<file path="config.mk">
export PLATFORM = sky130hd
export DESIGN_NAME = seq_detector_prog
export DESIGN_NICKNAME = d
export VERILOG_FILES = /design/src/rtl/seq_det_pkg.sv /design/src/rtl/sat_counter.sv /design/src/rtl/seq_detector_prog.sv
export SDC_FILE = /design/constraint.sdc
export NUM_CORES = 1
export LEC_CHECK = 0
export BUFFER_PORTS_ARGS = -buffer_cell sky130_fd_sc_hd__buf_2
export CAP_MARGIN = 30
export CORE_MARGIN = 4
export CORE_UTILIZATION = 60
export CTS_BUF_LIST = sky130_fd_sc_hd__clkbuf_16
export DETAILED_ROUTE_END_ITERATION = 16
export PLACE_DENSITY = 0.94
export SLEW_MARGIN = 20
export SYNTH_ARGS = -nofsm -noshare
export SYNTH_HDL_FRONTEND = slang
export SYNTH_HIERARCHICAL = 1
export SYNTH_SLANG_ARGS = --single-unit
</file>
<file path="constraint.sdc">
create_clock -name clk -period 4.2 [get_ports clk]
set_input_delay 0.84 -clock clk [delete_from_list [all_inputs] [get_ports clk]]
set_output_delay 0.84 -clock clk [all_outputs]
set_load 0.02 [all_outputs]
</file>
<file path="src/rtl/seq_det_pkg.sv">
`default_nettype none
// ============================================================================
//  Module   : seq_det_pkg
//  Purpose  : Shared constants and helpers for the programmable sequence
//             detector.
//  Contents : SEQ_1011   - classic "1011" pattern, right-aligned in 8 bits
//             calc_len_w - width needed to hold a length of 0..max_len
//  Revision : 1.0 - initial release
// ============================================================================
package seq_det_pkg;

  // Right-aligned "1011": bit [3] is the first bit received.
  localparam logic [7:0] SEQ_1011 = 8'h0B;

  // Width of a field able to represent every length from 0 to max_len.
  function automatic int calc_len_w(input int max_len);
    return $clog2(max_len + 1);
  endfunction

endpackage
`default_nettype wire

</file>
<file path="src/rtl/sat_counter.sv">
`default_nettype none
// ============================================================================
//  Module   : sat_counter
//  Purpose  : Up-counter that sticks at its all-ones value.
//  Ports    : clk   - clock, rising edge
//             reset - asynchronous, active-high reset (count -> 0)
//             clr   - synchronous clear, wins over inc
//             inc   - count one event this cycle
//             cnt   - current count (W bits)
//  Revision : 1.0 - initial release
// ============================================================================
module sat_counter #(
  parameter int W = 8
) (
  input  logic         clk,
  input  logic         reset,
  input  logic         clr,
  input  logic         inc,
  output logic [W-1:0] cnt
);

  logic [W-1:0] r_cnt;

  always_ff @(posedge clk or posedge reset) begin
    if (reset) begin
      r_cnt <= '0;
    end else if (clr) begin
      r_cnt <= '0;
    end else if (inc && (r_cnt != {W{1'b1}})) begin
      r_cnt <= r_cnt + W'(1);
    end
  end

  assign cnt = r_cnt;

endmodule
`default_nettype wire

</file>
<file path="src/rtl/seq_detector_prog.sv">
`default_nettype none
// ============================================================================
//  Module   : seq_detector_prog
//  Purpose  : Runtime-programmable serial bit-sequence detector with
//             overlapping / non-overlapping modes, a Mealy match output,
//             a registered match output and a saturating match counter.
//  Ports    : clk         - clock, rising edge
//             reset       - asynchronous, active-high reset
//             en          - din valid this cycle
//             din         - serial input bit
//             cfg_load    - latch cfg_pattern/cfg_len/cfg_overlap
//             cfg_pattern - pattern, right-aligned, bit [len-1] first
//             cfg_len     - pattern length (0 = never match)
//             cfg_overlap - 1 = overlapping, 0 = non-overlapping
//             cnt_clr     - synchronous clear of match_count
//             dout        - same-cycle match
//             dout_q      - dout delayed by one cycle
//             match_count - saturating count of matches
//  Revision : 1.0 - initial release
// ============================================================================
module seq_detector_prog
  import seq_det_pkg::*;
#(
  parameter int                 MAX_LEN     = 8,
  parameter int                 LEN_W       = calc_len_w(MAX_LEN),
  parameter int                 CNT_W       = 8,
  parameter logic [MAX_LEN-1:0] RST_PATTERN = MAX_LEN'(SEQ_1011),
  parameter int                 RST_LEN     = 4,
  parameter bit                 RST_OVERLAP = 1'b1
) (
  input  logic               clk,
  input  logic               reset,
  input  logic               en,
  input  logic               din,
  input  logic               cfg_load,
  input  logic [MAX_LEN-1:0] cfg_pattern,
  input  logic [LEN_W-1:0]   cfg_len,
  input  logic               cfg_overlap,
  input  logic               cnt_clr,
  output logic               dout,
  output logic               dout_q,
  output logic [CNT_W-1:0]   match_count
);

  localparam int               c_hist_w   = MAX_LEN - 1;
  localparam logic [LEN_W-1:0] c_max_len  = LEN_W'(MAX_LEN);
  localparam logic [LEN_W-1:0] c_fill_max = LEN_W'(MAX_LEN - 1);

  // Configuration registers
  logic [MAX_LEN-1:0]  r_pat;
  logic [LEN_W-1:0]    r_len;
  logic                r_ovl;

  // History of received bits (bit 0 newest) and count of valid history bits
  logic [c_hist_w-1:0] r_hist;
  logic [LEN_W-1:0]    r_fill;
  logic                r_dout_q;

  logic [LEN_W-1:0]    w_eff_len;
  logic [MAX_LEN-1:0]  w_window;
  logic [MAX_LEN-1:0]  w_mask;
  logic [LEN_W:0]      w_fill_p1;
  logic                w_fill_ok;
  logic                w_pat_ok;
  logic                w_len_nz;
  logic                w_match;

  // Lengths beyond MAX_LEN behave as MAX_LEN.
  assign w_eff_len = (r_len > c_max_len) ? c_max_len : r_len;

  // Candidate window: stored history with the current bit appended as LSB.
  assign w_window  = {r_hist, din};

  // Only the low w_eff_len bits of the window take part in the compare.
  for (genvar gi = 0; gi < MAX_LEN; gi++) begin : g_mask
    assign w_mask[gi] = (LEN_W'(gi) < w_eff_len);
  end

  // fill >= L-1 rewritten as fill+1 >= L so L==0 needs no special underflow case.
  assign w_fill_p1 = {1'b0, r_fill} + {{LEN_W{1'b0}}, 1'b1};
  assign w_fill_ok = (w_fill_p1 >= {1'b0, w_eff_len});
  assign w_pat_ok  = (((w_window ^ r_pat) & w_mask) == '0);
  assign w_len_nz  = (w_eff_len != '0);

  // cfg_* can reach dout only through this cfg_load gate.
  assign w_match = en & ~cfg_load & ~reset & w_len_nz & w_fill_ok & w_pat_ok;

  always_ff @(posedge clk or posedge reset) begin
    if (reset) begin
      r_pat    <= RST_PATTERN;
      r_len    <= LEN_W'(RST_LEN);
      r_ovl    <= RST_OVERLAP;
      r_hist   <= '0;
      r_fill   <= '0;
      r_dout_q <= 1'b0;
    end else begin
      r_dout_q <= w_match;
      if (cfg_load) begin
        // New configuration starts from an empty history.
        r_pat  <= cfg_pattern;
        r_len  <= cfg_len;
        r_ovl  <= cfg_overlap;
        r_fill <= '0;
      end else if (en) begin
        r_hist <= w_window[c_hist_w-1:0];
        if (w_match && !r_ovl) begin
          r_fill <= '0;
        end else if (r_fill != c_fill_max) begin
          r_fill <= r_fill + LEN_W'(1);
        end
      end
    end
  end

  sat_counter #(
    .W (CNT_W)
  ) u_match_cnt (
    .clk   (clk),
    .reset (reset),
    .clr   (cnt_clr),
    .inc   (w_match),
    .cnt   (match_count)
  );

  assign dout   = w_match;
  assign dout_q = r_dout_q;

endmodule
`default_nettype wire

</file>
Yosys cells after proc, flatten, opt, wreduce, memory -nomap -nowiden
Index checks and enable logic that the tools add are counted.

Magnitude comparators: 10. Bitwise gates (word level): 9. Muxes and demuxes: 7. Add/sub/neg operators: 3. Reductions and logical operators: 10. Equality and inequality tests: 2.

Operators with widths (number): $mux 4 (5); $lt 3x4->1 const A (4); $mux 8 (2); $add 8x1->8 const B (1); $and 8x8->8 (1); $logic_not 8->1 (1); $lt 1x4->1 const A (2); $lt 2x4->1 const A (2); $ne 8x8->1 const B (1); $xor 8x8->8 (1); $add 4x1->5 const B (1); $and 1x1->1 (5); $ge 5x4->1 (1); $add 4x1->4 const B (1); $gt 4x4->1 const B (1); $ne 4x3->1 const B (1); $reduce_and 2->1 (2); $reduce_bool 2->1 (2); $reduce_bool 4->1 (1); $reduce_bool 3->1 (1); $logic_and 1x1->1 (2); $not 1->1 (2); $logic_not 1->1 (1).

Output and inout bits: 10. Flip-flop bits (word level): 33. Input port bits: 19.

Logic depth before layout (Yosys ltp)
Word-level depth: 10. Mapped depth: 10. Depth with buffers taken out: 10.

Cells and area by module
The synthesis kept the hierarchy.

Modules (own cells, without submodules): seq_detector_prog (cells an instance 109, instances 1, sequential area each 631.9 um^2, area an instance 1283.7 um^2); sat_counter (cells an instance 49, instances 1, sequential area each 200.2 um^2, area an instance 504.2 um^2).

Least setup slack after synthesis
No wires, ideal clock.

Path type: in2reg. Start: input port cfg_load. End: register u_match_cnt.r_cnt[5], in the netlist u_match_cnt/cnt[5]. Buffers on the path: 2. Required time: 4.075 ns. Stages on the path: 10. Arrival: 3.198 ns. Setup slack: 0.877 ns. Setup time: 0.125 ns. Path through: buf_2 nand2b_1 buf_2 nor3_1 o31ai_1 a211oi_2 nor2b_1 nand4_1 a211oi_2 mux2_4.

Word-level cells in the longest chain between the ends: 8.

Ends and longest elaborated chain: start, declared (RTL line seq_detector_prog.sv:35) `input logic cfg_load,`; $not 1->1 (no line); $and 1x1->1 (5 in a row) (RTL line seq_detector_prog.sv:86) `assign w_match = en & ~cfg_load & ~reset & w_len_nz & w_fill_ok & w_pat_ok;`; named net dout (RTL line seq_detector_prog.sv:40) `output logic dout,`; $logic_and 1x1->1 (RTL line sat_counter.sv:29) `end else if (inc && (r_cnt != {W{1'b1}})) begin`; $reduce_bool 2->1 (no line); end signal, assigned (RTL line sat_counter.sv:30) `r_cnt <= r_cnt + W'(1);`; end, declared (RTL line sat_counter.sv:22) `logic [W-1:0] r_cnt;`.

The timed path passes the listed nets, and every way through them passes these cells. A chain may end at the register's enable or synchronous reset.

Worst setup path in the final report
Start: input port cfg_load. End: output port dout.

Word-level cells in the longest chain between the ends: 6.

Ends and longest elaborated chain (RTL line): $not 1->1 (no line); $and 1x1->1 (5 in a row) (seq_detector_prog.sv:86); end, declared (seq_detector_prog.sv:40).

No other way between the ends.

==> impl_metrics.csv <==
group,metric,value,unit
status,status,"completed",
logic_synthesis,synth_top_area_cell,"dfrtp_1",
timing,clock_skew,0.00351,ns
setup_path,cp-end-kind,"output pin",
setup_path,critPathArrivalTime,2.93,ns
logic_synthesis,netlist_area,0.00179,mm^2
logic_synthesis,synth.avg_cell_area,11.3,um^2
logic_synthesis,synthCells,158,
logic_synthesis,yosys_warnings,6,
drt,route.detailed.drc,0,
grt,grt_use_total,22.2,%
timing,period_minus_slack,3.77,ns
clocking,cts_hold_buf,0,
setup_path,worstSetupStartpointType,"primary input",
drt,routed_wl,4.01,mm
placed_design,dp.cells,211,
finish,fin_cells,219,
timing,finalSetupTns,0,ns
finish,diodes,0,
finish,area_growth_syn_to_layout,16.4,%
clocking,cts-resized-gates,0,
logic_synthesis,yosysMostFrequentCell,"dfrtp_1",
floorplanning,die_area,0.00392,mm^2
finish,seq_area,832,um^2
power_and_ir_drop,fin_total_pwr,0.000877,W
setup_path,worstSetupStartpoint,"cfg_load",
power_and_ir_drop,power_leakage,0.986,nW
setup_path,critPathRequiredTime,3.36,ns
placed_design,hpwl,2.76,mm
timing,tightest_slew,0.442,ns
drt,avgRoutedWirePerCell,18.3,um
timing,fmax,0.266,GHz
drt,firstDrtPassIters,4,
clocking,clk_latency,0.27,ns
floorplanning,dieWidth,62.6,um
timing,hold_violations,0,
floorplanning,start_util,63.7,%
power_and_ir_drop,ir_drop,0.000330,V
setup_path,r2r_start,"r_fill[0]",
clocking,root_buffer,"clkbuf_16",
finish,num-fill-cells,187,
floorplanning,ios,29,
logic_synthesis,async_reset_ff_share,100,%
clocking,cts_buffer_depth,2,
floorplanning,die_h,62.6,um
drt,vias,1383,
timing,layout_setup_ws,0.434,ns
clocking,htree_levels,2,
grt,grt_pass1_wl,6.87,mm
logic_synthesis,synthTopCellsByArea,"dfrtp_1 39%, mux2_2 12%, dfstp_2 7.3%",
finish,multi_input_area,900,um^2
timing,rsz0062_at_grt,"false",
drt,ant_nets,0,
run,maxCapViolCount,0,
drt,viasPerCell,6.32,
worst_hold_path,hp-class,"primary input to async pin",
logic_synthesis,synth-edff-count,0,
logic_synthesis,yosysTopAreaCellShare,39.2,%
floorplanning,core,0.00281,mm^2
drt,drt_iter0_markers,130,
logic_synthesis,synth_common_cells,"28 x dfrtp_1, 19 x mux2_2, 8 x nand2_1, 8 x o21ai_0, 8 x xor2_1",
placed_design,gp_congestion,0.803,
logic_synthesis,synth-main-ff-cell,"dfrtp_1",
clocking,post_cts_buffers,0,
finish,nets,213,
grt,grt-ovfl-total,0,
floorplanning,rows,19,
finish,drive_gt1_share,36.7,%
grt,grt_max_degree,26,
timing,setup_viol,0,
timing,drv_slew,0,
setup_path,path_max_fanout,19,
logic_synthesis,ys_types,41,
placed_design,io_buffer_count,28,
grt,antenna_found_initial,0,
logic_synthesis,syn_nets,183,
clocking,tritoncts,"done",
setup_path,criticalPathCategory,"primary input to output pin",
clocking,path_clk_slew,0.05,ns
logic_synthesis,synth.yosys.seq_area_share,46.5,%
timing,slew_headroom,70.5,%
power_and_ir_drop,powerDensity,421,mW/mm^2
clocking,cts_made_buffers,5,
placed_design,place_ws,0.522,ns
clocking,cts.sinks,33,
logic_synthesis,synth-seq-cells,33,
grt,grt_pass1_vias,1467,
timing,fin_crit_sh,89.7,%
[per-stage QoR]
step                      utilization (%)  hold WS (ns)  area (um^2)
after floorplan                         -         0.499         1790
after global routing                 74.2         0.535         2080
final                                74.2         0.523         2080
after CTS                            73.6         0.525         2070
after detailed placement             68.9         0.516         1930
after global placement               68.9         0.509         1930
[flip-flops by register name, indices dropped and copies added (netlist names)]
signal	cells
dout_q	1
r_fill	4
r_hist	7
r_len	4
r_ovl	1
r_pat	8
u_match_cnt/cnt	8
[power breakdown]
part / internal, W / switching [W]
logic: 0.0000786 / 0.0000698
registers: 0.000363 / 0.0000391
clock network: 0.000211 / 0.000115
total: 0.000653 / 0.000224
[cell families (layout without fill, tap and decap cells)]
kind of cell | after synthesis | after routing | share of synthesized area [%]
flip-flops | 33 | 33 | 46.5
multiplexers | 25 | 25 | 16.4
adder cells (fa/ha/maj) | 6 | 6 | 4.20
XOR/XNOR | 10 | 10 | 4.90
AND/OR/NAND/NOR | 41 | 41 | 12.6
AO/OA/AOI/OAI | 31 | 31 | 12.2
buffers and inverters | 12 | 42 | 3.15
[critical path, cell delays in order]
cell	delay (ns)
buf_2	0.23
nand2b_1	0.33
nor3_1	0.27
o31ai_1	0.14
a211oi_2	0.41
nor2b_1	0.45
buf_2	0.25
[path summary, 6_finish.rpt]
| path | end | slack, ns | depth (start not counted) |
|---|---|---|---|
| max in group asynchronous | r_pat[3] | 3.18 | 3 |
| hold reg to reg | r_hist[6] | 0.52 | 1 |
| min in group clk | r_hist[6] | 0.52 | 1 |
| setup / recovery | dout | 0.43 | 7 |
| setup reg to reg | u_match_cnt/cnt[5] | 0.88 | 10 |
| hold / removal | r_hist[0] | 0.52 | 2 |
[routing by layer]
metal	vias up	part of all wire [%]	global-route usage, %
met5	-	0	0
met4	0	1.8	9.09
met3	9	7.5	5.58
met2	77	51	37.4
met1	674	39	27.2
li1	623	-	-
[cell usage in the layout, fill, tap and decap left out, types with 3 or more instances in the layout]
| cell type | n |
|---|---|
| nor2_1 | 7 |
| nand2b_1 | 3 |
| nand4_1 | 4 |
| a211oi_1 | 3 |
| buf_2 | 28 |
| xor2_1 | 8 |
| ha_1 | 6 |
| o21ai_0 | 8 |
| clkbuf_16 | 5 |
| nand3_1 | 4 |
| nand2_1 | 8 |
| mux2_2 | 19 |
| dfstp_2 | 5 |
| nor2b_1 | 6 |
| a21oi_1 | 7 |
| dfrtp_1 | 28 |
| inv_1 | 7 |
| mux2_4 | 4 |
[final cells by class]
cell class / count / area share (%)
clock inverters: 2 / 0.361
inverters: 6 / 1.08
repair buffers: 29 / 7.46
clock buffers: 5 / 6.01
well taps: 31 / 1.86
flip-flops and latches: 33 / 40.0
multi-input cells: 113 / 43.2
Power figures use the tool's default switching activity.
